[src/rtl/i2s_frame_feeder_if.sv]
// Handshake bundle for i2s_frame_feeder: upstream frame offer
// plus transmitter word request and returned word/underrun.
interface i2s_frame_feeder_if #(
  parameter int NUM_BITS = 24
);
  logic [NUM_BITS-1:0] sample_l;
  logic [NUM_BITS-1:0] sample_r;
  logic                sample_valid;
  logic                sample_ready;
  logic                tx_ready;
  logic [NUM_BITS-1:0] word_out;
  logic                underrun;

  modport master (
    output sample_l,
    output sample_r,
    output sample_valid,
    output tx_ready,
    input  sample_ready,
    input  word_out,
    input  underrun
  );

  modport slave (
    input  sample_l,
    input  sample_r,
    input  sample_valid,
    input  tx_ready,
    output sample_ready,
    output word_out,
    output underrun
  );
endinterface

[src/rtl/i2s_frame_feeder.sv]
// Stereo frame FIFO feeding an I2S transmitter one word per tx_ready.
// Define I2S_FEEDER_UNDERRUN_CNT_EN to add a saturating underrun_count.
module i2s_frame_feeder #(
  parameter int NUM_BITS   = 24,
  parameter int FIFO_DEPTH = 4
) (
  input  logic        clk,
  input  logic        rst,
`ifdef I2S_FEEDER_UNDERRUN_CNT_EN
  output logic [15:0] underrun_count,
`endif
  i2s_frame_feeder_if.slave bus
);

  localparam int AW = $clog2(FIFO_DEPTH);
  localparam int CW = AW + 1;
  localparam int FW = 2 * NUM_BITS;
  localparam logic [CW-1:0] DEPTH_C = CW'(FIFO_DEPTH);

  typedef enum logic {
    PH_LEFT,
    PH_RIGHT
  } phase_e;

  logic [FW-1:0]       mem_q [FIFO_DEPTH];
  logic [AW-1:0]       wptr_q;
  logic [AW-1:0]       rptr_q;
  logic [CW-1:0]       cnt_q;
  logic [CW-1:0]       cnt_d;
  logic                rdy_en_q;
  phase_e              phase_q;
  phase_e              phase_d;
  logic [NUM_BITS-1:0] head_q;
  logic [NUM_BITS-1:0] head_d;
  logic [NUM_BITS-1:0] word_q;
  logic [NUM_BITS-1:0] word_d;
  logic                und_q;
  logic                und_d;
  logic                full;
  logic                empty;
  logic                push;
  logic                pop;
  logic [FW-1:0]       rd_frame;

  assign full     = (cnt_q == DEPTH_C);
  assign empty    = (cnt_q == '0);
  assign rd_frame = mem_q[rptr_q];

  assign bus.sample_ready = rdy_en_q & ~full & ~rst;
  assign bus.word_out     = word_q;
  assign bus.underrun     = und_q;

  assign push = bus.sample_valid & bus.sample_ready;

  // Head keeps only the pending right word; the left one left on pop.
  always_comb begin
    phase_d = phase_q;
    head_d  = head_q;
    word_d  = word_q;
    und_d   = 1'b0;
    pop     = 1'b0;
    if (bus.tx_ready) begin
      unique case (phase_q)
        PH_LEFT: begin
          word_d  = head_q;
          phase_d = PH_RIGHT;
        end
        PH_RIGHT: begin
          phase_d = PH_LEFT;
          if (!empty) begin
            pop    = 1'b1;
            head_d = rd_frame[NUM_BITS-1:0];
            word_d = rd_frame[FW-1:NUM_BITS];
          end else begin
            head_d = '0;
            word_d = '0;
            und_d  = 1'b1;
          end
        end
        default: ;
      endcase
    end
  end

  always_comb begin
    cnt_d = cnt_q;
    unique case ({push, pop})
      2'b10:   cnt_d = cnt_q + CW'(1);
      2'b01:   cnt_d = cnt_q - CW'(1);
      default: ;
    endcase
  end

  always_ff @(posedge clk) begin
    if (rst) begin
      wptr_q   <= '0;
      rptr_q   <= '0;
      cnt_q    <= '0;
      rdy_en_q <= 1'b0;
      phase_q  <= PH_RIGHT;
      head_q   <= '0;
      word_q   <= '0;
      und_q    <= 1'b0;
    end else begin
      if (push) wptr_q <= wptr_q + AW'(1);
      if (pop)  rptr_q <= rptr_q + AW'(1);
      cnt_q    <= cnt_d;
      rdy_en_q <= 1'b1;
      phase_q  <= phase_d;
      head_q   <= head_d;
      word_q   <= word_d;
      und_q    <= und_d;
    end
  end

  always_ff @(posedge clk) begin
    if (push) mem_q[wptr_q] <= {bus.sample_l, bus.sample_r};
  end

`ifdef I2S_FEEDER_UNDERRUN_CNT_EN
  logic [15:0] ucnt_q;

  always_ff @(posedge clk) begin
    if (rst) begin
      ucnt_q <= '0;
    end else if (und_d && ucnt_q != 16'hFFFF) begin
      ucnt_q <= ucnt_q + 16'd1;
    end
  end

  assign underrun_count = ucnt_q;
`endif

endmodule

[src/flat_wrapper.sv]
// flat-port wrapper written by rule: the top's interface ports become plain ports
module i2s_frame_feeder_flat 
#(
  parameter int NUM_BITS   = 24,
  parameter int FIFO_DEPTH = 4
)
  (clk, rst, bus_sample_l, bus_sample_r, bus_sample_valid, bus_tx_ready, bus_sample_ready, bus_word_out, bus_underrun);
  i2s_frame_feeder_if #(.NUM_BITS(NUM_BITS)) bus_i ();
  input  logic clk;
  input  logic rst;
  input wire logic [$bits(bus_i.sample_l)-1:0] bus_sample_l;
  input wire logic [$bits(bus_i.sample_r)-1:0] bus_sample_r;
  input wire logic [$bits(bus_i.sample_valid)-1:0] bus_sample_valid;
  input wire logic [$bits(bus_i.tx_ready)-1:0] bus_tx_ready;
  output wire logic [$bits(bus_i.sample_ready)-1:0] bus_sample_ready;
  output wire logic [$bits(bus_i.word_out)-1:0] bus_word_out;
  output wire logic [$bits(bus_i.underrun)-1:0] bus_underrun;
  assign bus_i.sample_l = bus_sample_l;
  assign bus_i.sample_r = bus_sample_r;
  assign bus_i.sample_valid = bus_sample_valid;
  assign bus_i.tx_ready = bus_tx_ready;
  assign bus_sample_ready = bus_i.sample_ready;
  assign bus_word_out = bus_i.word_out;
  assign bus_underrun = bus_i.underrun;
  i2s_frame_feeder #(.NUM_BITS(NUM_BITS), .FIFO_DEPTH(FIFO_DEPTH)) u_core (.clk(clk), .rst(rst), .bus(bus_i));
endmodule
[config.mk]
export PLATFORM = sky130hd
export DESIGN_NAME = i2s_frame_feeder_flat
export DESIGN_NICKNAME = d
export VERILOG_FILES = /design/src/rtl/i2s_frame_feeder_if.sv /design/src/rtl/i2s_frame_feeder.sv /design/src/flat_wrapper.sv
export SDC_FILE = /design/constraint.sdc
export NUM_CORES = 1
export LEC_CHECK = 0
export BUFFER_PORTS_ARGS = -buffer_cell sky130_fd_sc_hd__buf_2
export CORE_UTILIZATION = 53
export DETAILED_ROUTE_END_ITERATION = 10
export PLACE_DENSITY_LB_ADDON = 0.3
export SYNTH_ARGS = -nofsm -noshare
export SYNTH_HDL_FRONTEND = slang
export SYNTH_SLANG_ARGS = --single-unit
[constraint.sdc]
create_clock -name clk -period 4.04 [get_ports clk]
set_clock_uncertainty 0.15 [all_clocks]
set_input_delay 0.606 -clock clk [delete_from_list [all_inputs] [get_ports clk]]
set_output_delay 0.606 -clock clk [all_outputs]
set_load 0.005 [all_outputs]
==> implementation parameters <==
Parameter                              Value

Run status
  Status    complete, no violations

Synthesis
  Dominant combinational cell family by area after synthesis    multiplexers
  Dominant cells by area after synthesis    sky130_fd_sc_hd__edfxtp_1 (62%), sky130_fd_sc_hd__dfxtp_1 (13%), sky130_fd_sc_hd__mux4_2 (12%)
  Share of synthesized registers carrying an async set or reset    0%
  List of most frequent post-synthesis cells    sky130_fd_sc_hd__edfxtp_1 (192), sky130_fd_sc_hd__dfxtp_1 (60), sky130_fd_sc_hd__mux4_2 (48)
  Total of flip-flops plus latches after synthesis    252
  Leading cell type by number of instances after synthesis    sky130_fd_sc_hd__edfxtp_1
  Post-Synth Simple-Gate Area    2.25%
  Ys Warns    0
  Instance count of the mapped netlist    475
  Synth Area per Inst    19.5 um2
  EDFF count, synth    192
  Main synth FF type    sky130_fd_sc_hd__edfxtp_1
  Biggest area consumer among synthesized cells    sky130_fd_sc_hd__edfxtp_1
  Post-Synth XOR/XNOR Area    0.378%
  Number of distinct library cell variants in the gate-level netlist after synthesis    31
  Complex-gate fraction of the synthesized area    7.55%
  Syn Std Cell Area    0.00928 mm2
  Area share of the largest cell type after synthesis    62.2%
  Multiplexer share of the synthesized area    11.7%
  Adder and majority gate portion of the synthesized area    0.890%
  Sequential-to-total area share from yosys stat    75.1%
  Post-Syn Nets    533

Layout
  Final antenna diode count    0
  Area added between synthesis and finish    15.1%
  Count of filler cells inserted in the layout    1275
  Net count of the finished layout    618
  Layout cell share with drive strength beyond 1    32.2%

CTS
  CTS tree    yes
  # clock sinks    252
  Post CTS Setup Buffer Count    0
  CTS Hold Bufs    0
  Clock latency of the later-clocked register in the worst-skew pair    0.51 ns
  Clock H-tree levels    1
  Total CTS buffers    25
  CTS resizes    0
  Clock slew at the register clock pins of the worst setup and hold paths    0.06 ns
  Maximum number of buffers from clock root to sink    3
  Clock Tree Root    sky130_fd_sc_hd__clkbuf_16

Worst setup path
  Reg2Reg Depth    9
  Worst Path Arrival    2.97 ns
  Worst path required time    4.33 ns
  CP max FO    8
  CP Class    flip-flop to flip-flop
  Crit. End Element    flip-flop
  Startpoint type of the worst setup path    flip-flop

Global routing
  Total routing usage reported by global routing    20.5%
  Global-route wire length before repair    27.8 mm
  Number of global-route vias before repair    4943
  GR Overflow Total    0
  Antenna violations before repair    3
  Largest net degree at the start of global routing    49

Die
  Die area    0.0180 mm2
  Starting Density    54.0%
  Horiz. Die Dim    134 um
  Height of the die    134 um
  Number of top-level pins    78
  Core Box Area    0.0172 mm2
  Number of placement rows    48

STA
  Total negative slack    0 ns
  Unrepaired setup endpoints after global routing    no
  Min cycle time layout    2.68 ns
  Slew at the pin with the worst max-slew slack    1.16 ns
  Setup-violating endpoint count in the final report    0
  Final Hold Violating Endpoints    0
  Max-slew violations    0
  Achievable Freq    373 MHz
  Relative max-transition margin    22.4%
  Worst Hold Margin    0.158 ns
  Fin crit share    66.3%

Routing
  Total DRC errors in the routed layout    0
  Count of vias placed by the detailed router    4713
  Detailed Route Iter0 Violations    250
  Total wire length after detailed routing    17.8 mm
  Pre-antenna DRT Iters    4
  Wire length per cell    22.1 um
  Antenna Nets Post-Route    0
  Routed via count divided by cell count    5.87

Flow run
  Number of maximum-capacitance violations    0

Placement
  DP Wirelength    10.6 mm
  Count of buffers from port buffering    77
  Routability-driven placement congestion ratio    0.807

Pwr
  Peak VDD IR    433 uV
  Pwr Density    509 mW/mm2
  Leakage    0.00358 uW

Worst hold path
  Worst hold path type    input port to flip-flop
  Worst hold path stage count    1
[where the power goes]
part	switching [uW]	internal, uW	total (uW)
Sequential	65.6	2850	2910
Combinational	147	159	306
Clock	912	1310	2220
[registers in the layout, indices dropped and copies added (netlist names), named ones only]
signal	flops
u_core.rdy_en_q	1
u_core.bus.word_out	24
u_core.wptr_q	2
u_core.phase_q	1
u_core.mem_q	192
u_core.bus.underrun	1
u_core.head_q	24
u_core.rptr_q	2
u_core.cnt_q	3
[stage by stage]
| step | utilization [%] | power [uW] | instances | setup WS, ns | area, um2 |
|---|---|---|---|---|---|
| floorplan | - | 3160 | 475 | 1.19 | 9280 |
| global placement | 57.5 | 3260 | 758 | 1.40 | 9880 |
| detailed placement | 57.5 | 3280 | 758 | 1.31 | 9880 |
| CTS | 62.2 | 5480 | 803 | 1.36 | 10700 |
| global route | 62.2 | 5600 | 803 | 1.23 | 10700 |
| finish | 62.2 | 5440 | 803 | 1.36 | 10700 |
[worst max-delay path, stage by stage, from the launching register on]
cell	delay, ns
sky130_fd_sc_hd__dfxtp_1	0.43
sky130_fd_sc_hd__or3b_1	0.48
sky130_fd_sc_hd__and2_4	0.19
sky130_fd_sc_hd__inv_1	0.05
sky130_fd_sc_hd__ha_1	0.18
sky130_fd_sc_hd__inv_1	0.08
sky130_fd_sc_hd__fa_1	0.43
sky130_fd_sc_hd__xor2_1	0.16
sky130_fd_sc_hd__or3_1	0.31
sky130_fd_sc_hd__a21oi_1	0.14
[path summary, 6_finish.rpt]
| kind | from | end | slack (ns) |
|---|---|---|---|
| setup / recovery | u_core.cnt_q[2] | u_core.cnt_q[2] | 1.36 |
| hold / removal | bus_sample_l[10] | u_core.mem_q[2][34] | 0.16 |
| setup reg to reg | u_core.cnt_q[2] | u_core.cnt_q[2] | 1.36 |
| hold reg to reg | u_core.head_q[8] | u_core.head_q[8] | 0.33 |
[placed cells by master, fill, tap and decap left out, types with 3 or more instances in the layout]
| cell | n |
|---|---|
| sky130_fd_sc_hd__edfxtp_1 | 192 |
| sky130_fd_sc_hd__a2bb2oi_1 | 21 |
| sky130_fd_sc_hd__inv_1 | 10 |
| sky130_fd_sc_hd__clkbuf_16 | 25 |
| sky130_fd_sc_hd__mux4_2 | 48 |
| sky130_fd_sc_hd__o2bb2ai_1 | 24 |
| sky130_fd_sc_hd__buf_2 | 77 |
| sky130_fd_sc_hd__and3_2 | 4 |
| sky130_fd_sc_hd__o21ai_0 | 3 |
| sky130_fd_sc_hd__a21oi_1 | 3 |
| sky130_fd_sc_hd__nor2_1 | 5 |
| sky130_fd_sc_hd__dfxtp_1 | 58 |
| sky130_fd_sc_hd__a22o_1 | 24 |
| sky130_fd_sc_hd__clkinv_2 | 6 |
| sky130_fd_sc_hd__clkbuf_1 | 6 |
| sky130_fd_sc_hd__a22oi_1 | 3 |
| sky130_fd_sc_hd__buf_4 | 11 |
| sky130_fd_sc_hd__ha_1 | 5 |
| sky130_fd_sc_hd__clkbuf_8 | 6 |
| sky130_fd_sc_hd__nand2_1 | 23 |
[final cells by class]
cell class                 count  area, um2  area share (%)
clock buffer                  37        731            6.84
clock inverter                 8       67.6           0.633
inverter                      10       37.5           0.351
multi-input combinational    183       2120            19.9
sequential                   252       6970            65.3
tap                          225        282            2.64
timing repair buffer          88        468            4.38
[cell families (layout without fill, tap and decap cells)]
group,count (synthesis),after routing
DFF,252,252
AOI/OAI and AO/OA,81,81
muxes,48,48
and+or+nand+nor,44,44
buffers and inverters,40,143
adders and majority gates,6,6
xor gates and xnor gates,4,4
[metal layers]
metal	global-route usage [%]	part of all wire [%]	vias to the layer above
met4	5.43	2.0	2
li1	-	-	2105
met1	26.9	40	2429
met3	3.89	5.7	37
met2	35.5	52	140
met5	0	0.073	-
(Power assumes the default switching activity.)
